<file path="src/rtl/prim_pad_bank_ctrl_if.sv">
// Signal bundle between the core/peripheral side and the pad control bank.
// The master drives core-side requests and the raw pad input. The slave (the bank) returns pad and core outputs.
interface prim_pad_bank_ctrl_if #(
    parameter int NumPads = 8
);
    logic [NumPads-1:0] core_out_i;
    logic [NumPads-1:0] core_oe_i;
    logic [NumPads-1:0] core_ie_i;
    logic [NumPads-1:0] invert_i;
    logic [NumPads-1:0] virt_od_en_i;
    logic [NumPads-1:0] filt_en_i;
    logic [NumPads-1:0] keep_en_i;
    logic [NumPads-1:0] pad_in_i;
    logic [NumPads-1:0] pad_out_o;
    logic [NumPads-1:0] pad_oe_o;
    logic [NumPads-1:0] pad_ie_o;
    logic [NumPads-1:0] core_in_o;
    logic [NumPads-1:0] rise_o;
    logic [NumPads-1:0] fall_o;
    logic [NumPads-1:0] turn_busy_o;

    modport master (
        output core_out_i, core_oe_i, core_ie_i, invert_i, virt_od_en_i,
               filt_en_i, keep_en_i, pad_in_i,
        input  pad_out_o, pad_oe_o, pad_ie_o, core_in_o, rise_o, fall_o,
               turn_busy_o
    );

    modport slave (
        input  core_out_i, core_oe_i, core_ie_i, invert_i, virt_od_en_i,
               filt_en_i, keep_en_i, pad_in_i,
        output pad_out_o, pad_oe_o, pad_ie_o, core_in_o, rise_o, fall_o,
               turn_busy_o
    );
endinterface

</file>
<file path="src/rtl/prim_pad_bank_ctrl.sv">
// Per-pad control bank: output-enable turnaround with virtual open drain, and an
// input conditioning chain (synchroniser, inversion, glitch filter, keeper, edge detect).
module prim_pad_bank_ctrl #(
    parameter int NumPads    = 8,
    parameter int FiltCycles = 4,
    parameter int TurnCycles = 2
) (
    input logic                 clk_i,
    input logic                 rst_ni,
    prim_pad_bank_ctrl_if.slave bus
);
    localparam int CNT_W = (TurnCycles > 1) ? $clog2(TurnCycles) : 1;
    localparam int FC_W  = $clog2(FiltCycles + 1);

    localparam logic [CNT_W-1:0] TURN_LOAD = CNT_W'((TurnCycles > 0) ? TurnCycles - 1 : 0);
    localparam logic [FC_W-1:0]  FC_LAST   = FC_W'(FiltCycles - 1);

    typedef enum logic [1:0] {
        HIZ   = 2'd0,
        TURN  = 2'd1,
        DRIVE = 2'd2
    } dir_e;

    // Filter counter next value: restart on agreement, acceptance or disabled input.
    function automatic logic [FC_W-1:0] fc_next(
        input logic            ie,
        input logic            differ,
        input logic            accept,
        input logic [FC_W-1:0] fc
    );
        if (!ie || !differ || accept) begin
            return '0;
        end
        return fc + FC_W'(1);
    endfunction

    logic [NumPads-1:0] pad_out;
    logic [NumPads-1:0] drive_st;
    logic [NumPads-1:0] turn_st;
    logic [NumPads-1:0] sync_p0;
    logic [NumPads-1:0] sync_p1;
    logic [NumPads-1:0] x_p1;
    logic [NumPads-1:0] q_vec;
    logic [NumPads-1:0] rise_vec;
    logic [NumPads-1:0] fall_vec;

    assign pad_out = bus.core_out_i ^ bus.invert_i;

    // Stage p0/p1: two-flop synchroniser; keeps sampling even while input is disabled.
    always_ff @(posedge clk_i or negedge rst_ni) begin
        if (!rst_ni) begin
            sync_p0 <= '0;
            sync_p1 <= '0;
        end else begin
            sync_p0 <= bus.pad_in_i;
            sync_p1 <= sync_p0;
        end
    end

    assign x_p1 = sync_p1 ^ bus.invert_i;

    for (genvar p = 0; p < NumPads; p++) begin : g_pad
        dir_e             state_q;
        dir_e             state_d;
        logic [CNT_W-1:0] cnt_q;
        logic [CNT_W-1:0] cnt_d;
        logic             q_q;
        logic [FC_W-1:0]  fc_q;
        logic             rise_q;
        logic             fall_q;
        logic             differ;
        logic             accept;

        always_ff @(posedge clk_i or negedge rst_ni) begin
            if (!rst_ni) begin
                state_q <= HIZ;
                cnt_q   <= '0;
            end else begin
                state_q <= state_d;
                cnt_q   <= cnt_d;
            end
        end

        always_comb begin
            state_d = state_q;
            cnt_d   = cnt_q;
            unique case (state_q)
                HIZ: begin
                    if (bus.core_oe_i[p]) begin
                        if (TurnCycles == 0) begin
                            state_d = DRIVE;
                        end else begin
                            state_d = TURN;
                            cnt_d   = TURN_LOAD;
                        end
                    end
                end
                TURN: begin
                    if (!bus.core_oe_i[p]) begin
                        state_d = HIZ;
                    end else if (cnt_q == '0) begin
                        state_d = DRIVE;
                    end else begin
                        cnt_d = cnt_q - CNT_W'(1);
                    end
                end
                DRIVE: begin
                    if (!bus.core_oe_i[p]) begin
                        state_d = HIZ;
                    end
                end
                default: state_d = HIZ;
            endcase
        end

        assign drive_st[p] = (state_q == DRIVE);
        assign turn_st[p]  = (state_q == TURN);

        // A mismatch is taken at once when unfiltered, else after FiltCycles stable cycles.
        assign differ = (x_p1[p] != q_q);
        assign accept = bus.core_ie_i[p] && differ &&
                        (!bus.filt_en_i[p] || (fc_q == FC_LAST));

        always_ff @(posedge clk_i or negedge rst_ni) begin
            if (!rst_ni) begin
                q_q    <= 1'b0;
                fc_q   <= '0;
                rise_q <= 1'b0;
                fall_q <= 1'b0;
            end else begin
                if (accept) begin
                    q_q <= x_p1[p];
                end
                fc_q   <= fc_next(bus.core_ie_i[p], differ, accept, fc_q);
                rise_q <= accept & x_p1[p];
                fall_q <= accept & ~x_p1[p];
            end
        end

        assign q_vec[p]    = q_q;
        assign rise_vec[p] = rise_q;
        assign fall_vec[p] = fall_q;
    end

    // Release is immediate; open-drain emulation only ever drives a low level.
    assign bus.pad_out_o   = pad_out;
    assign bus.pad_oe_o    = drive_st & bus.core_oe_i & ~(bus.virt_od_en_i & pad_out);
    assign bus.pad_ie_o    = bus.core_ie_i;
    assign bus.turn_busy_o = turn_st;
    assign bus.core_in_o   = q_vec & (bus.core_ie_i | bus.keep_en_i);
    assign bus.rise_o      = rise_vec & bus.core_ie_i;
    assign bus.fall_o      = fall_vec & bus.core_ie_i;
endmodule

</file>
<file path="src/flat_wrapper.sv">
// flat-port wrapper written by rule: the top's interface ports become plain ports
module prim_pad_bank_ctrl_flat 
#(
    parameter int NumPads    = 8,
    parameter int FiltCycles = 4,
    parameter int TurnCycles = 2
)
  (clk_i, rst_ni, bus_core_out_i, bus_core_oe_i, bus_core_ie_i, bus_invert_i, bus_virt_od_en_i, bus_filt_en_i, bus_keep_en_i, bus_pad_in_i, bus_pad_out_o, bus_pad_oe_o, bus_pad_ie_o, bus_core_in_o, bus_rise_o, bus_fall_o, bus_turn_busy_o);
  prim_pad_bank_ctrl_if #(.NumPads(NumPads)) bus_i ();
  input logic clk_i;
  input logic rst_ni;
  input wire logic [$bits(bus_i.core_out_i)-1:0] bus_core_out_i;
  input wire logic [$bits(bus_i.core_oe_i)-1:0] bus_core_oe_i;
  input wire logic [$bits(bus_i.core_ie_i)-1:0] bus_core_ie_i;
  input wire logic [$bits(bus_i.invert_i)-1:0] bus_invert_i;
  input wire logic [$bits(bus_i.virt_od_en_i)-1:0] bus_virt_od_en_i;
  input wire logic [$bits(bus_i.filt_en_i)-1:0] bus_filt_en_i;
  input wire logic [$bits(bus_i.keep_en_i)-1:0] bus_keep_en_i;
  input wire logic [$bits(bus_i.pad_in_i)-1:0] bus_pad_in_i;
  output wire logic [$bits(bus_i.pad_out_o)-1:0] bus_pad_out_o;
  output wire logic [$bits(bus_i.pad_oe_o)-1:0] bus_pad_oe_o;
  output wire logic [$bits(bus_i.pad_ie_o)-1:0] bus_pad_ie_o;
  output wire logic [$bits(bus_i.core_in_o)-1:0] bus_core_in_o;
  output wire logic [$bits(bus_i.rise_o)-1:0] bus_rise_o;
  output wire logic [$bits(bus_i.fall_o)-1:0] bus_fall_o;
  output wire logic [$bits(bus_i.turn_busy_o)-1:0] bus_turn_busy_o;
  assign bus_i.core_out_i = bus_core_out_i;
  assign bus_i.core_oe_i = bus_core_oe_i;
  assign bus_i.core_ie_i = bus_core_ie_i;
  assign bus_i.invert_i = bus_invert_i;
  assign bus_i.virt_od_en_i = bus_virt_od_en_i;
  assign bus_i.filt_en_i = bus_filt_en_i;
  assign bus_i.keep_en_i = bus_keep_en_i;
  assign bus_i.pad_in_i = bus_pad_in_i;
  assign bus_pad_out_o = bus_i.pad_out_o;
  assign bus_pad_oe_o = bus_i.pad_oe_o;
  assign bus_pad_ie_o = bus_i.pad_ie_o;
  assign bus_core_in_o = bus_i.core_in_o;
  assign bus_rise_o = bus_i.rise_o;
  assign bus_fall_o = bus_i.fall_o;
  assign bus_turn_busy_o = bus_i.turn_busy_o;
  prim_pad_bank_ctrl #(.NumPads(NumPads), .FiltCycles(FiltCycles), .TurnCycles(TurnCycles)) u_core (.clk_i(clk_i), .rst_ni(rst_ni), .bus(bus_i));
endmodule
</file>
<file path="config.mk">
export PLATFORM = sky130hd
export DESIGN_NAME = prim_pad_bank_ctrl_flat
export DESIGN_NICKNAME = d
export VERILOG_FILES = /design/src/rtl/prim_pad_bank_ctrl_if.sv /design/src/rtl/prim_pad_bank_ctrl.sv /design/src/flat_wrapper.sv
export SDC_FILE = /design/constraint.sdc
export NUM_CORES = 1
export LEC_CHECK = 0
export BUFFER_PORTS_ARGS = -buffer_cell sky130_fd_sc_hd__buf_2
export CAP_MARGIN = 20
export CORE_ASPECT_RATIO = 2
export CORE_MARGIN = 10
export CORE_UTILIZATION = 25
export CTS_CLUSTER_SIZE = 12
export DETAILED_ROUTE_END_ITERATION = 10
export MAX_ROUTING_LAYER = met4
export PLACE_DENSITY = 0.49
export SKIP_CTS_REPAIR_TIMING = 1
export SLEW_MARGIN = 20
export SYNTH_ARGS = -nofsm -noshare
export SYNTH_HDL_FRONTEND = slang
export SYNTH_SLANG_ARGS = --single-unit
</file>
<file path="constraint.sdc">
create_clock -name clk_i -period 2.1 [get_ports clk_i]
set_input_delay 0 -clock clk_i [delete_from_list [all_inputs] [get_ports clk_i]]
set_output_delay 0 -clock clk_i [all_outputs]
set_load 0.01 [all_outputs]
</file>
==> results of run 1 <==
[logic make-up after synthesis]
| group | after synthesis |
|---|---|
| and+or+nand+nor | 144 |
| AOI/OAI and AO/OA | 40 |
| adders and majority gates | 16 |
| muxes | 16 |
| buffers and inverters | 48 |
| xor gates and xnor gates | 16 |
| DFF | 88 |
[critical path: cells and delay by family, from the launching register on]
kind | cells | cell delay [ns]
flip-flops | 1 | 0.38
multiplexers | 1 | 0.22
adder cells (fa/ha/maj) | 2 | 0.43
AO/OA/AOI/OAI | 1 | 0.36
[power by group]
group          internal, µW  total, µW  switching (µW)
clock                  1120       1810             691
combinational           330        700             370
sequential             1860       1980             121
[through the flow]
step	utilization [%]	hold slack [ns]	power, µW
floorplan	-	-0.296	2400
global placement	30.5	0.0486	2690
detailed placement	30.5	0.0446	2720
CTS	32.7	-0.319	4570
global route	33.7	0.0202	4770
finish	33.7	0.0237	4490
[flip-flops by register name, indices dropped and copies added, names as in the netlist]
register,count
u_core.sync_p1,8
u_core.g_pad.cnt_q,8
u_core.g_pad.rise_q,8
u_core.g_pad.fall_q,8
u_core.g_pad.q_q,8
u_core.sync_p0,8
u_core.g_pad.fc_q,24
u_core.g_pad.state_q,16
[synthesized netlist by cell type (all sizes together)]
| cell | number | area share, % |
|---|---|---|
| o21ai | 16 | 2.0 |
| ha | 16 | 5.0 |
| buf | 8 | 1.5 |
| nand2 | 24 | 2.3 |
| nor4bb | 8 | 2.0 |
| nand2b | 8 | 1.3 |
| a21oi | 16 | 2.0 |
| and2 | 21 | 3.3 |
| nor2 | 48 | 4.5 |
| inv | 40 | 3.8 |
| xnor2 | 8 | 3.3 |
| mux2i | 16 | 4.0 |
| nor3b | 3 | 0.57 |
| nor3 | 8 | 1.0 |
| dfrtp | 88 | 56 |
| xor2 | 8 | 1.8 |
| nor2b | 16 | 2.5 |
| o21a | 8 | 1.5 |
| and4b | 8 | 2.0 |
[metal layers]
layer	global-route usage (%)	part of all wire, %
met5	-	0
met4	4.27	2.1
met2	16.7	59
met1	7.64	34
met3	1.89	4.6
[area by class of cell]
class	instances	area (µm²)
fillers	1602	10400
flip-flops and latches	88	2200
multi-input cells	232	1560
repair buffers	139	798
clock buffers	11	253
well taps	201	251
inverters	40	150
clock inverters	5	86.3
[worst max path at each step]
stage / end / slack, ns / cells past startpoint
global route: u_core.g_pad[1].fc_q[2] / 0.49 / 5
global placement: u_core.g_pad[5].q_q / 0.70 / 4
finish: u_core.g_pad[7].q_q / 0.63 / 4
CTS: u_core.g_pad[7].q_q / 0.62 / 4
floorplan: u_core.g_pad[3].q_q / 0.76 / 4
detailed placement: u_core.g_pad[7].q_q / 0.62 / 4
==> flow_summary.toml, run 1 <==
[drt]
ant_nets = 0
drc = 0
wirelength_um = 9020
vias_per_cell = 4.12
vias = 2950
drt_iter0_markers = 73
drt_pass1_iterations = 4
routedWlPerCell_um = 12.6

[cells_and_area]
layout_commonest_cell = "buf_2"
diodes = 0
drive_gt1_share_pct = 28.3
mostFrequentLayoutCells = "120 x buf_2, 88 x dfrtp_1, 48 x nor2_1"
final_area_um2 = 5300
finalNetCount = 592
syn2layout_area_growth_pct = 33.5
final_cells = 716

[setup_path]
reg2reg_from = "u_core.g_pad[7].fc_q[0]"
crit_path_end_kind = "flip-flop"
arrival_ns = 1.73
critical_path.startpoint_type = "flip-flop"
required_ns = 2.36
path_class = "flip-flop to flip-flop"
ff2ff_path_depth = 4
r2r_slack_ns = 0.63
crit_chain = "ha_1 > ha_1 > o21ai_0 > mux2i_1"
crit_fanout = 3
reg2reg_to = "u_core.g_pad[7].q_q"
cpMaxStageDelayCell = "dfrtp_1"
cpMostUsedCell = "ha_1"
max_stage_delay_ns = 0.38
cp-startpoint = "u_core.g_pad[7].fc_q[0]"

[flow_run]
drv_cap = 0

[power]
max-vdd-ir-drop_uv = 385
p_per_area_nw_per_um2 = 848
leakage_uw = 0.00279

[die]
die-area_um2 = 21600
die_w_um = 109
die_y_um = 198
rows = 65
initial_core_util_pct = 25.3
core_area_um2 = 15700
io_pins = 122

[clock_tree]
clkSlewWorstSetupHoldPaths_ns = 0.06
numCtsBuffers = 9
clock_latency_ns = 0.34
cts.sinks = 88
htree_levels = 3
cts_buffer_depth = 2
cts_root_buffer = "clkbuf_16"
cts_tree = "built"

[placement]
dp_cells = 683
portBuffers = 121
place_hpwl_um = 7230
place_area_um2 = 4790
gp_congestion = 0.719
place_ws_ns = 0.623

[logic_synthesis]
syn_nets = 450
synth-xor-area-share_pct = 5.05
synth-simple-area-share_pct = 19.5
ys_seq_area_share_pct = 55.5
synth_top_family_by_area = "simple AND/OR/NAND/NOR gates"
syn_area_per_cell_um2 = 10.8
ys_types = 19
syn_inst = 368
synth_compound_area_share_pct = 5.55
synth_warnings = 0
synth_seq_cells = 88
synth_area_um2 = 3970
synthMuxAreaShare_pct = 4.04
synthAdderAreaFrac_pct = 5.05

[sta]
finalSetupViolations = 0
worstMarginPinSlew_ns = 0.606
drv_slew = 0
setup_tns_ns = 0
max_freq_mhz = 681
rsz0062_at_grt = "false"
period_needed_ns = 1.47
hold_viol_final = 0
fin_skew_ns = 0.00774
slew_headroom_pct = 59.6
fin_ws_ns = 0.631
fin_crit_sh_pct = 70.0

[grt]
grt_pass1_wl_um = 14500
grt_max_degree = 46
track_usage_pct = 8.72
grt_pass1_vias = 3160
antenna_found_initial = 0
grt_overflow = 0

[min_path]
hold_end = "u_core.g_pad[5].fall_q"
min_from = "bus_invert_i[5]"
hp-class = "input pin to flip-flop"
hold_depth = 4

[run_status]
status = "completed"
No activity file was read; power rests on OpenSTA's default activity.
==> run 2, diff against run 1 <==
==> constraint.sdc (replaced) <==
create_clock -name clk_i -period 1.4 [get_ports clk_i]
set_input_delay 0 -clock clk_i [delete_from_list [all_inputs] [get_ports clk_i]]
set_output_delay 0 -clock clk_i [all_outputs]
set_load 0.01 [all_outputs]
==> run 2 against run 1 <==
Against the previous run:
- sequential power grew 51%
- routed wire length grew 3.4%
- via count grew 3.1%
- clock power grew 38%
- cell count grew 2.1%
- clock-buffer cell count grew 1
- critical path depth grew 1
- combinational power grew 63%
- non-clock buffer count grew 15
==> flow_summary.toml, run 2 (synthesis gave the netlist of run 1 again) <==
[sta]
rsz0062_at_grt = "true"
fin_skew_ns = 0.00663
worstMarginPinSlew_ns = 0.383
setup_tns_ns = 0
fin_crit_sh_pct = 97.6
max_freq_mhz = 732
drv_slew = 0
finalSetupViolations = 0
hold_viol_final = 0
slew_headroom_pct = 74.2
period_needed_ns = 1.37

[min_path]
hp-class = "input pin to flip-flop"

[clock_tree]
clkSlewWorstSetupHoldPaths_ns = 0.07
numCtsBuffers = 9
clock_latency_ns = 0.34
htree_levels = 3
cts_tree = "built"
cts_buffer_depth = 2
cts_root_buffer = "clkbuf_16"
cts.sinks = 88

[die]
io_pins = 122
die-area_um2 = 21600
die_y_um = 198
rows = 65
core_area_um2 = 15700
die_w_um = 109
initial_core_util_pct = 25.3

[power]
internal-power_uw = 4840
switching_share_pct = 26.8
leakage_uw = 0.00284
max-vdd-ir-drop_uv = 614
p_sw_uw = 1770
total_power_uw = 6620
clockPowerShare_pct = 37.6
p_per_area_nw_per_um2 = 1180
comb_power_share_pct = 17.2
seq_power_share_pct = 45.3

[placement]
place_hpwl_um = 7120
gp_congestion = 0.703
portBuffers = 121
dp_cells = 691

[drt]
wirelength_um = 9330
vias_per_cell = 4.16
routedWlPerCell_um = 12.8
drt_pass1_iterations = 4
ant_nets = 0
vias = 3040
drt_iter0_markers = 67
drc = 0

[setup_path]
path_class = "flip-flop to flip-flop"
required_ns = 1.67
arrival_ns = 1.64
crit_path_end_kind = "flip-flop"
r2r_slack_ns = 0.03
crit_fanout = 3
critical_path.startpoint_type = "flip-flop"

[cells_and_area]
diodes = 0
syn2layout_area_growth_pct = 41.4
num-fill-cells = 1612
top_regs = "u_core.g_pad.fc_q x24, u_core.g_pad.state_q x16"
mostFrequentLayoutCells = "120 x buf_2, 88 x dfrtp_1, 48 x nor2_1"
finalNetCount = 607
drive_gt1_share_pct = 35.5
layout_commonest_cell = "buf_2"
largest_register = "u_core.g_pad.fc_q"
post-route-util_pct = 35.7
final_cells = 731
largest_register_ffs = 24

[flow_run]
drv_cap = 0

[run_status]
status = "completed"

[grt]
grt_max_degree = 37
track_usage_pct = 8.71
grt_pass1_vias = 3169
grt_overflow = 0
grt_pass1_wl_um = 14500
antenna_found_initial = 0
[run 2: cell count changes in the layout (fill, tap and decap cells not counted), sizes merged]
cell | previous run | this run
bufinv | 2 | 1
buf | 122 | 137
clkbuf | 11 | 12
inv | 42 | 41
clkinvlp | 0 | 1
[run 2: power groups by stage]
| stage | Sequential [µW] | Combinational [µW] | Clock, µW |
|---|---|---|---|
| global route | 3040 | 1290 | 2700 |
| finish | 2990 | 1140 | 2490 |
| global placement | 3010 | 1040 | 0 |
| floorplan | 2980 | 618 | 0 |
| detailed placement | 3030 | 1070 | 0 |
| CTS | 2980 | 1070 | 2610 |
[run 2: worst paths after layout]
check / from / end / cells after the start
max: u_core.g_pad[0].fc_q[0] / u_core.g_pad[0].fc_q[1] / 5
min: bus_invert_i[5] / u_core.g_pad[5].rise_q / 3
max reg2reg: u_core.g_pad[0].fc_q[0] / u_core.g_pad[0].fc_q[1] / 5
min reg2reg: u_core.sync_p0[6] / u_core.sync_p1[6] / 0
max in group asynchronous: rst_ni / u_core.sync_p0[6] / 3
min in group asynchronous: rst_ni / u_core.g_pad[5].fall_q / 2
[run 2: area by class of cell]
cell class	count	area, µm²	area share [%]
Clock buffer	12	256	4.57
Timing Repair Buffer	154	923	16.5
Inverter	40	150	2.68
Tap cell	201	251	4.48
Sequential cell	88	2200	39.3
Clock inverter	4	51.3	0.914
Multi-Input combinational cell	232	1780	31.6
[run 2: critical path: stages (launching register included)]
cell	delay [ns]
dfrtp_1	0.38
ha_2	0.19
ha_4	0.17
nor4bb_4	0.30
mux2i_2	0.14
nor2_1	0.12
[run 2: routing by layer]
| layer | GRT usage [%] | up-vias | share of wire [%] | routed length [µm] |
|---|---|---|---|---|
| met5 | - | - | 0 | 0 |
| met4 | 5.11 | 0 | 2.1 | 195 |
| met1 | 7.78 | 1464 | 34 | 3140 |
| met2 | 16.1 | 63 | 60 | 5600 |
| met3 | 1.82 | 15 | 4.1 | 386 |
| li1 | - | 1498 | - | - |
[run 2: stage by stage]
step | setup slack, ns | hold slack, ns | cell area, µm²
6_report | 0.0340 | 0.00968 | 5610
5_1_grt | -0.0812 | 0.00852 | 5610
4_1_cts | -0.0585 | -0.436 | 5170
3_5_place_dp | -0.0455 | -0.0615 | 4860
3_3_place_gp | 0.0224 | -0.0701 | 4860
2_1_floorplan | 0.0638 | -0.296 | 3970
==> run 3, diff against run 2 <==
--- a/config.mk
+++ b/config.mk
@@ -12,6 +12,7 @@
 export CORE_UTILIZATION = 25
 export CTS_CLUSTER_SIZE = 12
 export DETAILED_ROUTE_END_ITERATION = 10
+export HOLD_SLACK_MARGIN = 0.15
 export MAX_ROUTING_LAYER = met4
 export PLACE_DENSITY = 0.49
 export SKIP_CTS_REPAIR_TIMING = 1
==> run 3 against run 2 <==
Against the previous run:
- critical path depth unchanged
- flip-flop and latch count is the same
- highest routed layer unchanged
- die area did not move
- sequential share of layout area fell by 1.3 points
- register-to-register slack hardly changed
- core utilization is 1.2 points higher
- largest cell class unchanged
==> flow_summary.toml, run 3 (synthesis gave the netlist of run 1 again) <==
[clock_tree]
cts.sinks = 88
numCtsBuffers = 9
cts_tree = "built"
clock_latency_ns = 0.34
clkSlewWorstSetupHoldPaths_ns = 0.07
cts_buffer_depth = 2
cts_root_buffer = "clkbuf_16"
htree_levels = 3

[grt]
antenna_found_initial = 0
grt_pass1_vias = 3169
grt_max_degree = 37
grt_pass1_wl_um = 14500
grt_overflow = 0
track_usage_pct = 8.71

[sta]
fin_crit_sh_pct = 97.5
setup_tns_ns = 0
slew_headroom_pct = 74.4
timing.hold.ws_ns = 0.110
hold_viol_final = 0
period_needed_ns = 1.37
drv_slew = 0
fin_skew_ns = 0.00746
rsz0062_at_grt = "true"
finalSetupViolations = 0
worstMarginPinSlew_ns = 0.380
max_freq_mhz = 732

[drt]
drt_pass1_iterations = 4
drc = 0
drt_iter0_markers = 51
ant_nets = 0
wirelength_um = 9510
routedWlPerCell_um = 12.7
vias_per_cell = 4.15
vias = 3115

[flow_run]
drv_cap = 0

[cells_and_area]
drive_gt1_share_pct = 34.2
layout_commonest_cell = "buf_2"
final_area_um2 = 5800
mostFrequentLayoutCells = "120 x buf_2, 88 x dfrtp_1, 48 x nor2_1"
diodes = 0
multi_input_area_um2 = 1780
top_regs = "u_core.g_pad.fc_q x24, u_core.g_pad.state_q x16"
finalNetCount = 626
post-route-util_pct = 37.0
largest_register = "u_core.g_pad.fc_q"
syn2layout_area_growth_pct = 46.2
num-fill-cells = 1594
final-seq-area_um2 = 2200
largest_register_ffs = 24

[power]
leakage_uw = 0.00291
max-vdd-ir-drop_uv = 610
p_per_area_nw_per_um2 = 1150

[run_status]
status = "completed"

[placement]
gp_congestion = 0.703
place_area_um2 = 4860
portBuffers = 121
place_hpwl_um = 7120

[setup_path]
worst-path-buf-inv = 0
arrival_ns = 1.64
crit_fanout = 3
max_stage_delay_ns = 0.38
critical_path.startpoint_type = "flip-flop"
crit_path_end_kind = "flip-flop"
path_class = "flip-flop to flip-flop"
cpMaxStageDelayCell = "dfrtp_1"
critical-path-top-delay-family = "simple AND/OR/NAND/NOR gates"
required_ns = 1.67
crit_chain = "ha_2 > ha_4 > nor4bb_4 > mux2i_2 > nor2_1"

[die]
die-area_um2 = 21600
io_pins = 122
rows = 65
initial_core_util_pct = 25.3
die_w_um = 109
core_area_um2 = 15700
die_y_um = 198

[min_path]
hp-class = "input pin to asynchronous set/reset pin"
run 3: cell count changes in the layout (fill, tap and decap cells not counted), sizes merged:
cell         previous run  this run
dlygate4sd3            17        36
run 3: path summary, 6_finish.rpt:
path | from | end | slack, ns | depth (start not counted)
max | u_core.g_pad[0].fc_q[0] | u_core.g_pad[0].fc_q[1] | 0.03 | 5
min | rst_ni | u_core.g_pad[5].fall_q | 0.11 | 2
max reg2reg | u_core.g_pad[0].fc_q[0] | u_core.g_pad[0].fc_q[1] | 0.03 | 5
min reg2reg | u_core.sync_p0[6] | u_core.sync_p1[6] | 0.35 | 0
max in group asynchronous | rst_ni | u_core.sync_p0[6] | 0.77 | 3
min in group clk_i | bus_filt_en_i[5] | u_core.g_pad[5].fall_q | 0.11 | 5
run 3: where the power goes:
group | total (µW) | switching (µW) | internal (µW)
clock | 2480 | 997 | 1480
sequential | 2990 | 202 | 2790
combinational | 1180 | 578 | 600
total | 6650 | 1780 | 4880
run 3: area by class of cell:
| type | instances | area share (%) |
|---|---|---|
| clock inverters | 4 | 0.884 |
| multi-input cells | 232 | 30.6 |
| flip-flops and latches | 88 | 38.0 |
| clock buffers | 12 | 4.42 |
| inverters | 40 | 2.59 |
| repair buffers | 173 | 19.2 |
| well taps | 201 | 4.34 |
run 3: through the flow:
step / power (µW) / std cells / setup WS [ns]
2_1_floorplan: 3590 / 368 / 0.0638
3_3_place_gp: 4060 / 691 / 0.0224
3_5_place_dp: 4090 / 691 / -0.0455
4_1_cts: 6660 / 707 / -0.0585
5_1_grt: 7080 / 750 / -0.0811
6_report: 6650 / 750 / 0.0344
run 3: layer usage:
layer  vias up  part of all wire, %  GRT usage (%)  wire length [µm]
li1       1535                    -              -                 -
met1      1502                   34           7.78              3240
met2        62                   60           16.1              5710
met3        16                  3.8           1.82               360
met4         0                  2.1           5.11               199
met5         -                    0              -                 0
